File: config.mk
export PLATFORM = sky130hd
export DESIGN_NAME = z_core_mem_ctrl
export DESIGN_NICKNAME = d
export VERILOG_FILES = /design/src/rtl/z_core_mem_ctrl.sv
export SDC_FILE = /design/constraint.sdc
export NUM_CORES = 1
export LEC_CHECK = 0
export BUFFER_PORTS_ARGS = -buffer_cell sky130_fd_sc_hd__clkbuf_2
export CAP_MARGIN = 30
export CORE_MARGIN = 1
export CORE_UTILIZATION = 45
export CTS_BUF_LIST = sky130_fd_sc_hd__clkbuf_4
export CTS_CLUSTER_DIAMETER = 120
export CTS_CLUSTER_SIZE = 8
export DETAILED_ROUTE_END_ITERATION = 6
export MAX_ROUTING_LAYER = met4
export PLACE_DENSITY = 0.78
export SLEW_MARGIN = 25
export SYNTH_ARGS = -nofsm -noshare
export SYNTH_HDL_FRONTEND = slang
export SYNTH_SLANG_ARGS = --single-unit
File: constraint.sdc
create_clock -name clk -period 7.65 [get_ports clk]
set_input_delay 0.3825 -clock clk [delete_from_list [all_inputs] [get_ports clk]]
set_output_delay 0.3825 -clock clk [all_outputs]
set_load 0.01 [all_outputs]
File: src/rtl/z_core_mem_ctrl.sv
// z_core_mem_ctrl -- data-memory controller between z_core_control_u and a
// single-port synchronous word RAM.
//
// Handles RV32I access sizes: word stores go straight to the RAM, byte and
// half stores use a read-modify-write, and loads are lane-extracted and
// sign- or zero-extended. Only one request is in flight at a time, and each
// request completes with a one-cycle core_ready pulse.
//
// Optional feature: define Z_CORE_MEM_FAULT_EN to enable fault checking.
// With it, a request faults if it is a misaligned half, a misaligned word,
// uses the reserved size, or sets any address bit above the RAM. A faulted
// request gets core_ready and core_err in the cycle after acceptance and
// never touches the RAM. Without it, core_err is always 0, size 11 acts as
// a word, and misaligned half/word accesses use the containing aligned word.
//
// Parameters:
//   ADDR_W         RAM word-address width (RAM depth = 2**ADDR_W words)
// Ports:
//   clk, reset     rising-edge clock, synchronous active-high reset
//   core_req       request, sampled only while idle
//   core_we        1 = store, 0 = load
//   core_addr      byte address
//   core_wdata     store data, right-aligned
//   core_size      00 byte, 01 half, 10 word, 11 reserved
//   core_unsigned  zero-extend sub-word loads
//   core_rdata     load result, valid with core_ready (0 for stores)
//   core_ready     one-cycle completion pulse
//   core_err       access fault, valid with core_ready
//   mem_en/mem_we  RAM enable / write enable
//   mem_addr       RAM word address (core_addr[ADDR_W+1:2])
//   mem_wdata      RAM write word
//   mem_rdata      RAM read word, valid the cycle after a read enable
module z_core_mem_ctrl #(
  parameter int ADDR_W = 10
) (
  input  logic              clk,
  input  logic              reset,
  input  logic              core_req,
  input  logic              core_we,
  input  logic [31:0]       core_addr,
  input  logic [31:0]       core_wdata,
  input  logic [1:0]        core_size,
  input  logic              core_unsigned,
  output logic [31:0]       core_rdata,
  output logic              core_ready,
  output logic              core_err,
  output logic              mem_en,
  output logic              mem_we,
  output logic [ADDR_W-1:0] mem_addr,
  output logic [31:0]       mem_wdata,
  input  logic [31:0]       mem_rdata
);

  typedef enum logic [2:0] {
    S_IDLE,
    S_RD,
    S_CAP,
    S_WR,
    S_RESP
  } state_t;

  localparam logic [1:0] SZ_BYTE = 2'b00;
  localparam logic [1:0] SZ_HALF = 2'b01;

  state_t      state;

  // Request fields latched at acceptance; only the bits the later states use.
  logic        req_we;
  logic [1:0]  req_size;
  logic        req_unsigned;
  logic [1:0]  req_lane;
  logic [15:0] req_wdata;

  logic        fault;

`ifdef Z_CORE_MEM_FAULT_EN
  assign fault = (core_size == 2'b11)
              || ((core_size == SZ_HALF) && core_addr[0])
              || ((core_size == 2'b10) && (core_addr[1:0] != 2'b00))
              || (|core_addr[31:ADDR_W+2]);
`else
  assign fault = 1'b0;
  // Upper address bits are deliberately ignored: the address wraps.
  logic unused_addr_hi;
  assign unused_addr_hi = ^core_addr[31:ADDR_W+2];
`endif

  // Replace the selected byte/half lane of a RAM word with store data.
  function automatic logic [31:0] merge_lane(input logic [31:0] word,
                                             input logic [15:0] data,
                                             input logic [1:0]  size,
                                             input logic [1:0]  lane);
    logic [31:0] m;
    m = word;
    if (size == SZ_BYTE) m[{lane, 3'b000} +: 8] = data[7:0];
    else                 m[{lane[1], 4'b0000} +: 16] = data;
    return m;
  endfunction

  // Pull the addressed lane out of a RAM word and extend it to 32 bits.
  function automatic logic [31:0] extract_lane(input logic [31:0] word,
                                               input logic [1:0]  size,
                                               input logic [1:0]  lane,
                                               input logic        uns);
    logic [7:0]  b;
    logic [15:0] h;
    logic [31:0] r;
    b = word[{lane, 3'b000} +: 8];
    h = word[{lane[1], 4'b0000} +: 16];
    case (size)
      SZ_BYTE: r = uns ? {24'b0, b} : {{24{b[7]}}, b};
      SZ_HALF: r = uns ? {16'b0, h} : {{16{h[15]}}, h};
      default: r = word;
    endcase
    return r;
  endfunction

  // All outputs are registered here alongside the state. The registered
  // mem_wdata / core_rdata values double as the buffer for the word read
  // back in CAP.
  // NOTE: state and outputs use non-blocking assignments so every register
  // samples the values from before the edge, regardless of statement order.
  always_ff @(posedge clk) begin
    if (reset) begin
      // NOTE: reset is synchronous and sits inside the clocked block; it
      // also clears the latched request so nothing stale survives it.
      state        <= S_IDLE;
      req_we       <= 1'b0;
      req_size     <= 2'b00;
      req_unsigned <= 1'b0;
      req_lane     <= 2'b00;
      req_wdata    <= 16'h0;
      core_rdata   <= 32'h0;
      core_ready   <= 1'b0;
      core_err     <= 1'b0;
      mem_en       <= 1'b0;
      mem_we       <= 1'b0;
      mem_addr     <= '0;
      mem_wdata    <= 32'h0;
    end else begin
      case (state)
        S_IDLE: begin
          if (core_req) begin
            req_we       <= core_we;
            req_size     <= core_size;
            req_unsigned <= core_unsigned;
            req_lane     <= core_addr[1:0];
            req_wdata    <= core_wdata[15:0];
            mem_addr     <= core_addr[ADDR_W+1:2];
            if (fault) begin
              state      <= S_RESP;
              core_ready <= 1'b1;
              core_err   <= 1'b1;
              core_rdata <= 32'h0;
            end else if (core_we && core_size[1]) begin
              // Word store (and reserved size): no read needed.
              state     <= S_WR;
              mem_en    <= 1'b1;
              mem_we    <= 1'b1;
              mem_wdata <= core_wdata;
            end else begin
              state  <= S_RD;
              mem_en <= 1'b1;
              mem_we <= 1'b0;
            end
          end
        end

        S_RD: begin
          mem_en <= 1'b0;
          state  <= S_CAP;
        end

        S_CAP: begin
          if (req_we) begin
            state     <= S_WR;
            mem_en    <= 1'b1;
            mem_we    <= 1'b1;
            mem_wdata <= merge_lane(mem_rdata, req_wdata, req_size, req_lane);
          end else begin
            state      <= S_RESP;
            core_ready <= 1'b1;
            core_rdata <= extract_lane(mem_rdata, req_size, req_lane, req_unsigned);
          end
        end

        S_WR: begin
          mem_en     <= 1'b0;
          mem_we     <= 1'b0;
          state      <= S_RESP;
          core_ready <= 1'b1;
          core_rdata <= 32'h0;
        end

        S_RESP: begin
          core_ready <= 1'b0;
          core_err   <= 1'b0;
          core_rdata <= 32'h0;
          state      <= S_IDLE;
        end

        default: state <= S_IDLE;
      endcase
    end
  end

endmodule

==> impl_metrics.json, run 1 <==
{
  "status": "complete, no violations",
  "use_met3_pct": 6.48,
  "place.gp.congestion": 0.921,
  "wl_um": 16500,
  "drt_pass1_iterations": 6,
  "die_h_um": 113,
  "power_density_mw_per_mm2": 180,
  "core_mm2": 0.0120,
  "cts_hold_buf": 0,
  "die_area_mm2": 0.0128,
  "worst_slack_ns": 3.98,
  "use_met1_pct": 34.9,
  "start_util_pct": 46.3,
  "track_usage_pct": 26.8,
  "fmax_mhz": 272,
  "power_leakage_nw": 2.60,
  "ir_drop_mv": 0.127,
  "ys.flop_type": "dfxtp_1",
  "finish.net_count": 925,
  "synth_most_common_cell": "nand2_1",
  "cts_max_level": 3,
  "slowest_delay_ns": 0.77,
  "dpl_cell_area_mm2": 0.00633,
  "setup-violations-final": 0,
  "reg2reg_slack_ns": 3.98,
  "grt_pass1_wl_um": 26100,
  "crit_family": "buffers and inverters",
  "cp-end-kind": "register",
  "clock_path_buffers": 2,
  "syn-cell-area_mm2": 0.00556,
  "cp_cell_sequence": "buf_4, clkinv_1, ha_1, nor4bb_2, a221oi_1, a211o_1, a311oi_1",
  "dp_slack_ns": 4.06,
  "hold_path_class": "input port to register",
  "maxCapViolations": 0,
  "grt_use_met2_pct": 40.7,
  "cp_max_fo": 70,
  "min_period_ns": 3.67,
  "drt_iter0_markers": 472,
  "antenna_left": 0,
  "nFillCells": 1186,
  "finalMaxSlewViolations": 0,
  "synth_common_cells": "nand2_1 (156), dfxtp_1 (102), clkbuf_1 (48)",
  "synth_top_area_share_pct": 36.7,
  "post-cts-setup-buffers": 0,
  "overflow": 0,
  "dp_hpwl_um": 11900,
  "avgSynthCellArea_um2": 7.80,
  "vias": 5704,
  "port_buffers": 159,
  "worstSkewPairLatency_ns": 0.49,
  "regArea_mm2": 0.00204,
  "critPathLaunchType": "register",
  "ys_types": 50,
  "remaining_drc_errors": 0,
  "finalClockSkew_ns": 0.0248,
  "rsz0062_at_grt": "false",
  "max_slew_margin_pct": 34.2,
  "synth.area.top_cells": "dfxtp_1 (37%), nand2_1 (11%), o211ai_1 (6.3%)",
  "cts_sinks": 102,
  "syn2layout_area_growth_pct": 16.2,
  "cts_made_buffers": 9,
  "critPathArrivalTime_ns": 4.09,
  "multi_input_comb_area_mm2": 0.00313,
  "via_per_inst": 5.89,
  "yosys_warnings": 0,
  "syn-num-nets": 821,
  "period_share_pct": 48.0,
  "synth_top_area_cell": "dfxtp_1",
  "slowest_stage": "nor4bb_2",
  "root_buffer": "clkbuf_4",
  "ctsResizeCount": 0,
  "syn_inst": 713,
  "grt.busiest_layer": "met2",
  "drive_gt1_share_pct": 24.7,
  "path_class": "register to register",
  "die_w_um": 113,
  "num_rows": 40,
  "io_pins": 181,
  "worst_slew_pin_slew_ns": 0.985,
  "synth-edff-count": 0,
  "hold_viol": 0,
  "antenna_cells": 0,
  "fin_area_mm2": 0.00647,
  "cts_tree": "done",
  "grt_max_degree": 74,
  "seq_area_frac_synth_pct": 36.7,
  "grt_antenna_before_repair": 0,
  "worstPathRequired_ns": 8.06,
  "fin_setup_tns_ns": 0,
  "first_global_vias": 4934,
  "cts.clk_slew.worst_paths_ns": 0.16,
  "path_buf_inv": 2,
  "whs_ns": 0.0869,
  "async_flop_share_pct": 0,
  "synth_seq_cells": 102,
  "routedWlPerCell_um": 17.1
}
## path summary, 6_finish.rpt
kind | end | startpoint | depth (start not counted)
max | mem_wdata[5] | req_lane[1] | 7
min | mem_addr[9] | core_addr[11] | 3
max reg2reg | mem_wdata[5] | req_lane[1] | 7
min reg2reg | mem_addr[1] | mem_addr[1] | 2
## metrics by stage
stage | total power (W) | instances | utilization [%]
6_report | 0.00116 | 969 | 53.8
5_1_grt | 0.00123 | 969 | 53.8
4_1_cts | 0.00117 | 969 | 53.8
3_5_place_dp | 0.000892 | 953 | 52.7
3_3_place_gp | 0.000885 | 953 | 52.6
2_1_floorplan | 0.000794 | 713 | -
## power by group
group | internal (W) | switching [W] | total [W]
clock | 0.000103 | 0.000179 | 0.000282
sequential | 0.000566 | 0.0000308 | 0.000596
combinational | 0.000110 | 0.000177 | 0.000287
total | 0.000778 | 0.000387 | 0.00116
## per-layer routing
layer / routed length (µm) / share of wire [%] / vias to the layer above
met5: 0 / 0 / -
met4: 529 / 3.2 / 0
met3: 1340 / 8.1 / 43
met2: 7530 / 46 / 261
met1: 7150 / 43 / 2608
li1: - / - / 2792
## cells by family (layout without fill, tap and decap cells)
kind of cell               count (synthesis)  in the layout  synth area share, %
AOI/OAI and AO/OA                        222            222                 28.9
adders and majority gates                  5              5                 1.12
buffers and inverters                    104            213                 7.78
DFF                                      102            102                 36.7
muxes                                     25             25                 4.70
other                                      1              1               0.0674
and+or+nand+nor                          254            254                 20.7
## layout make-up
cell class | count | area share [%]
timing repair buffer | 167 | 13.2
sequential | 102 | 31.6
clock buffer | 10 | 1.16
multi-input combinational | 507 | 48.5
tap | 147 | 2.84
inverter | 30 | 1.74
clock inverter | 6 | 0.948
## registers in the layout, summed over array words and instances (netlist names)
signal and flops:
req_size 2, mem_en 1, req_unsigned 1, req_we 1, req_wdata 16, core_ready 1, mem_we 1, mem_addr 10
core_rdata 32, req_lane 2, state 3, mem_wdata 32
## placed cells by master (no fill, tap or decap), types with 2 or more instances in the layout
cell type and instances:
nand2_1 155, clkbuf_4 10, and2_1 2, clkinv_1 2
a311oi_1 32, a211o_1 8, a22o_1 17, o211ai_1 47
nor2b_1 3, o22ai_1 24, dfxtp_1 101, nor4_1 2
a21o_1 7, a221oi_1 15, nor2_1 35, nor3b_1 2
clkbuf_2 159, inv_1 29, nand3_1 16, ha_1 5
o21a_1 2, nand4b_1 9, clkinv_2 2, buf_4 8
mux2_2 9, nand4_1 2, mux2i_1 16, o21ai_0 16
nor3_1 3, nand3b_1 15, a21oi_1 44
## worst min-delay path, cell delays in order
cell	delay, ns
clkbuf_2	0.08
nand2_1	0.05
a21oi_1	0.05
(Power assumes the default switching activity.)
==> run 2, diff against run 1 <==
--- a/config.mk
+++ b/config.mk
@@ -14,7 +14,7 @@
 export CTS_CLUSTER_SIZE = 8
 export DETAILED_ROUTE_END_ITERATION = 6
 export MAX_ROUTING_LAYER = met4
-export PLACE_DENSITY = 0.78
+export PLACE_DENSITY = 0.81
 export SLEW_MARGIN = 25
 export SYNTH_ARGS = -nofsm -noshare
 export SYNTH_HDL_FRONTEND = slang
==> constraint.sdc (replaced) <==
create_clock -name clk -period 2.96 [get_ports clk]
set_input_delay 0.148 -clock clk [delete_from_list [all_inputs] [get_ports clk]]
set_output_delay 0.148 -clock clk [all_outputs]
set_load 0.01 [all_outputs]
==> run 2 against run 1 <==
  * Die area unchanged
  * Flip-flop and latch count unchanged
  * Clock power increased by 120%
  * Combinational power increased to 2.8 times the previous value
  * Wire length increased by 4.7%
  * Power increased to 2.6 times the previous value
  * Critical endpoint is now mem_wdata[23]
  * Largest cell class unchanged
  * Cell area increased by 8.1%
  * Clock-buffer cell count increased by 1
  * Global-route usage increased by 1.3 points
==> impl_metrics.json, run 2 (synthesized netlist as in run 1, its figures left out) <==
{
  "rsz0062_at_grt": "false",
  "grt_pass1_wl_um": 27500,
  "antenna_left": 0,
  "cp_max_fo": 46,
  "place.gp.congestion": 0.928,
  "remaining_drc_errors": 0,
  "ctsResizeCount": 0,
  "hold_path_class": "input port to register",
  "wl_um": 17300,
  "min_period_ns": 2.41,
  "max_slew_margin_pct": 50.0,
  "hold_path_depth": 4,
  "post-cts-setup-buffers": 0,
  "fmax_mhz": 416,
  "fin_setup_tns_ns": 0,
  "cts_made_buffers": 9,
  "io_pins": 181,
  "reg2reg_slack_ns": 0.55,
  "finish.net_count": 983,
  "num_rows": 40,
  "r2r_start": "req_size[0]",
  "reg2reg_depth": 4,
  "worstSkewPairLatency_ns": 0.48,
  "antenna_cells": 0,
  "worst_slew_pin_slew_ns": 0.750,
  "final_common_cell": "clkbuf_2",
  "period_share_pct": 81.3,
  "drive_gt1_share_pct": 23.5,
  "critPathLaunchType": "register",
  "power_leakage_nw": 2.82,
  "min-delay-start": "mem_rdata[19]",
  "status": "complete, no violations",
  "cts_sinks": 102,
  "die_h_um": 113,
  "ir_drop_mv": 0.313,
  "critPathArrivalTime_ns": 2.78,
  "start_util_pct": 46.3,
  "die_w_um": 113,
  "clock_path_buffers": 2,
  "core_mm2": 0.0120,
  "hold_viol": 0,
  "routedWlPerCell_um": 16.9,
  "port_buffers": 159,
  "grt_antenna_before_repair": 0,
  "path_class": "register to register",
  "cp-end-kind": "register",
  "setup-violations-final": 0,
  "first_global_vias": 5370,
  "cts_tree": "done",
  "cts.clk_slew.worst_paths_ns": 0.14,
  "via_per_inst": 5.83,
  "worst_slack_ns": 0.553,
  "dp_slack_ns": 0.668,
  "dp_hpwl_um": 12200,
  "vias": 5977,
  "track_usage_pct": 28.1,
  "maxCapViolations": 0,
  "die_area_mm2": 0.0128,
  "overflow": 0,
  "crit_start": "req_size[0]",
  "reg.largest.list": "core_rdata x32, mem_wdata x32, req_wdata x16",
  "grt_max_degree": 71,
  "root_buffer": "clkbuf_4",
  "finalClockSkew_ns": 0.0187,
  "cts_max_level": 3,
  "drt_pass1_iterations": 5,
  "worstPathRequired_ns": 3.34,
  "drt_iter0_markers": 454,
  "syn2layout_area_growth_pct": 25.6,
  "finalMaxSlewViolations": 0,
  "reg2reg_to": "mem_wdata[23]",
  "power_density_mw_per_mm2": 426,
  "min_to": "core_rdata[19]",
  "final_cell_mix": "clkbuf_2 (159), nand2_1 (156), dfxtp_1 (101)"
}
-- run 2: cell types whose count changed in the layout (fill, tap and decap cells not counted), sizes merged --
cell / change
bufinv: -1
clkinv: -1
dlygate4sd3: +51
inv: -1
buf: +7
clkbuf: +1
clkinvlp: +1
-- run 2: layout make-up --
cell class,instances,area (µm²)
clock buffers,11,82.6
clock inverters,4,25.0
fillers,1124,5020
inverters,30,113
multi-input cells,507,3120
flip-flops and latches,102,2040
well taps,147,184
repair buffers,225,1420
-- run 2: repair_timing --
item | 4_1_cts | 5_1_grt
hold buffers | 50 | 1
setup endpoints to repair | 0 | 0
hold endpoints to repair | 66 | 1
-- run 2: per-layer routing --
metal	up-vias	routed length [µm]	part of all wire (%)	track usage, %
met5	-	0	0	-
met4	0	533	3.1	10.6
met3	37	1170	6.7	5.52
met2	249	8290	48	45.5
met1	2783	7330	42	34.7
li1	2908	-	-	-
-- run 2: worst max path at each step --
stage | endpoint | slack [ns] | depth (start not counted)
finish | mem_wdata[23] | 0.55 | 4
global route | mem_wdata[30] | 0.35 | 4
CTS | mem_wdata[23] | 0.62 | 4
detailed placement | mem_wdata[23] | 0.67 | 4
global placement | mem_wdata[23] | 0.73 | 5
floorplan | mem_wdata[15] | 0.34 | 10
-- run 2: where the power goes --
group	switching (W)	total [W]	internal, W
Sequential	0.0000813	0.00154	0.00146
Combinational	0.000470	0.000805	0.000335
Clock	0.000447	0.000632	0.000185
-- run 2: worst max-delay path, stage by stage, from the launching register on --
cell and delay [ns]:
dfxtp_1 0.83, or2_2 0.45, buf_4 0.44, o211ai_1 0.25, a311oi_1 0.33
-- run 2: per-stage QoR --
| stage | cell area (µm²) | utilization [%] | std cells | hold slack, ns | power [W] |
|---|---|---|---|---|---|
| after global placement | 6360 | 53.0 | 960 | 0.372 | 0.00230 |
| after detailed placement | 6370 | 53.0 | 960 | 0.376 | 0.00231 |
| after CTS | 6980 | 58.1 | 1025 | 0.00975 | 0.00299 |
| final | 6990 | 58.2 | 1026 | 0.0438 | 0.00298 |
| after global routing | 6990 | 58.2 | 1026 | 0.0164 | 0.00315 |
| after floorplan | 5560 | - | 713 | 0.284 | 0.00205 |
==> run 3, diff against run 2 <==
==> constraint.sdc (replaced) <==
create_clock -name clk -period 2.16 [get_ports clk]
set_input_delay 0.108 -clock clk [delete_from_list [all_inputs] [get_ports clk]]
set_output_delay 0.108 -clock clk [all_outputs]
set_load 0.01 [all_outputs]
==> run 3 against run 2 <==
  * Maximum frequency grew 16%
  * Non-clock buffer count rose by 28
  * Largest cell class unchanged
  * First-iteration DRC count up 21%
  * Critical path depth rose by 4
  * Combinational power increased by 53%
==> impl_metrics.json, run 3 (synthesized netlist as in run 1, its figures left out) <==
{
  "status": "complete, no violations",
  "num_rows": 40,
  "use_met1_pct": 35.6,
  "cts_sinks": 102,
  "cp_max_fo": 11,
  "crit_family": "compound AO/OA/AOI/OAI gates",
  "antenna_left": 0,
  "power_leakage_nw": 3.00,
  "port_buffers": 159,
  "max_slew_margin_pct": 45.2,
  "period_share_pct": 96.3,
  "core_mm2": 0.0120,
  "finalClockSkew_ns": 0.0194,
  "maxCapViolations": 0,
  "path_class": "register to register",
  "die_area_mm2": 0.0128,
  "worstPathRequired_ns": 2.58,
  "seqPwrFrac_pct": 49.2,
  "grt_max_degree": 73,
  "slowest_stage": "dfxtp_4",
  "remaining_drc_errors": 0,
  "grt_antenna_before_repair": 1,
  "grt_pass1_wl_um": 28900,
  "utilization_pct": 61.6,
  "clock_path_buffers": 2,
  "cts_made_buffers": 9,
  "hold_path_class": "input port to register",
  "finalMaxSlewViolations": 0,
  "p_sw_w": 0.00150,
  "dp_hpwl_um": 12400,
  "pwr-share-comb_pct": 28.6,
  "vias": 6181,
  "die_w_um": 113,
  "place.gp.congestion": 0.920,
  "overflow": 0,
  "final_common_cell": "clkbuf_2",
  "cts_max_level": 3,
  "cts.clk_slew.worst_paths_ns": 0.17,
  "hold_viol": 0,
  "fin_total_pwr_w": 0.00430,
  "use_met3_pct": 6.21,
  "drt_iter0_markers": 549,
  "wl_um": 18600,
  "start_util_pct": 46.3,
  "finish.net_count": 1011,
  "grt.busiest_layer": "met2",
  "via_per_inst": 5.85,
  "fmax_mhz": 481,
  "p_int_w": 0.00280,
  "power_density_mw_per_mm2": 581,
  "syn2layout_area_growth_pct": 32.9,
  "setup-violations-final": 0,
  "worst_slew_pin_slew_ns": 0.822,
  "root_buffer": "clkbuf_4",
  "critPathLaunchType": "register",
  "cp-end-kind": "register",
  "path_buf_inv": 3,
  "cp_cell_sequence": "clkinv_8, ha_4, buf_4, nor4bb_4, buf_6, a221oi_1, a211o_1, a311oi_1",
  "track_usage_pct": 29.7,
  "slowest_delay_ns": 0.42,
  "first_global_vias": 5681,
  "die_h_um": 113,
  "reg.largest.list": "core_rdata x32, mem_wdata x32, req_wdata x16",
  "drt_pass1_iterations": 6,
  "io_pins": 181,
  "ir_drop_mv": 0.349,
  "p_sw_share_pct": 34.8,
  "grt_use_met2_pct": 48.0,
  "critPathArrivalTime_ns": 2.50,
  "drive_gt1_share_pct": 25.8,
  "min_period_ns": 2.08,
  "pwr-share-clk_pct": 22.2,
  "final_cell_mix": "clkbuf_2 (159), nand2_1 (156), dfxtp_1 (100)",
  "cts_tree": "done",
  "routedWlPerCell_um": 17.6,
  "worstSkewPairLatency_ns": 0.50
}
## run 3: cell types whose count changed in the layout (fill, tap and decap cells not counted), sizes merged
cell         before  now
diode             0    1
clkinvlp          1    0
inv              29   32
dlygate4sd3      51   67
buf              15   27
clkbuf          170  169
## run 3: tightest hold or removal path, cell delays in order
cell,delay [ns]
clkbuf_2,0.12
inv_1,0.06
nand2_1,0.08
a32o_1,0.16
## run 3: area by class of cell
cell class | instances | area [µm²]
clock buffer | 10 | 75.1
timing repair buffer | 253 | 1730
sequential | 102 | 2050
fill | 1052 | 4620
clock inverter | 6 | 45.0
antenna | 1 | 2.50
tap | 147 | 184
inverter | 30 | 125
multi-input combinational | 507 | 3190
## run 3: timing repair
action	in CTS	in global routing
pin swaps	1	3
endpoints found under the setup margin	4	41
buffers inserted	1	0
endpoints found under the hold margin	83	0
resized for setup	1	13
hold buffers	67	0
## run 3: through the flow
stage / setup slack [ns] / area (µm²) / std cells / hold slack, ns / TNS, ns
finish: 0.0793 / 7390 / 1056 / 0.0346 / 0
global route: -0.00511 / 7390 / 1056 / 0.0219 / -0.00590
CTS: 0.00253 / 7320 / 1055 / 0.00811 / 0
detailed placement: 0.0452 / 6510 / 971 / 0.337 / 0
global placement: 0.0723 / 6510 / 971 / 0.331 / 0
floorplan: 0.0124 / 5640 / 713 / 0.236 / 0
## run 3: worst paths after layout
kind | start | end | slack (ns) | depth (start not counted)
max | req_lane[1] | mem_wdata[3] | 0.08 | 8
min | mem_rdata[15] | core_rdata[15] | 0.03 | 4
max reg2reg | req_lane[1] | mem_wdata[3] | 0.08 | 8
min reg2reg | mem_addr[1] | mem_addr[1] | 0.47 | 2
## run 3: power by group through the flow
stage	sequential [W]	combinational (W)	clock [W]
2_1_floorplan	0.00216	0.000675	0
3_3_place_gp	0.00214	0.00106	0
3_5_place_dp	0.00215	0.00107	0
4_1_cts	0.00211	0.00118	0.000967
5_1_grt	0.00212	0.00134	0.00105
6_report	0.00211	0.00123	0.000952
## run 3: routing by layer
layer	wire length, µm	up-vias	part of all wire, %
met5	0	-	0
met4	683	0	3.7
met3	1280	59	6.9
met1	7600	2855	41
li1	-	2971	-
met2	9030	296	49
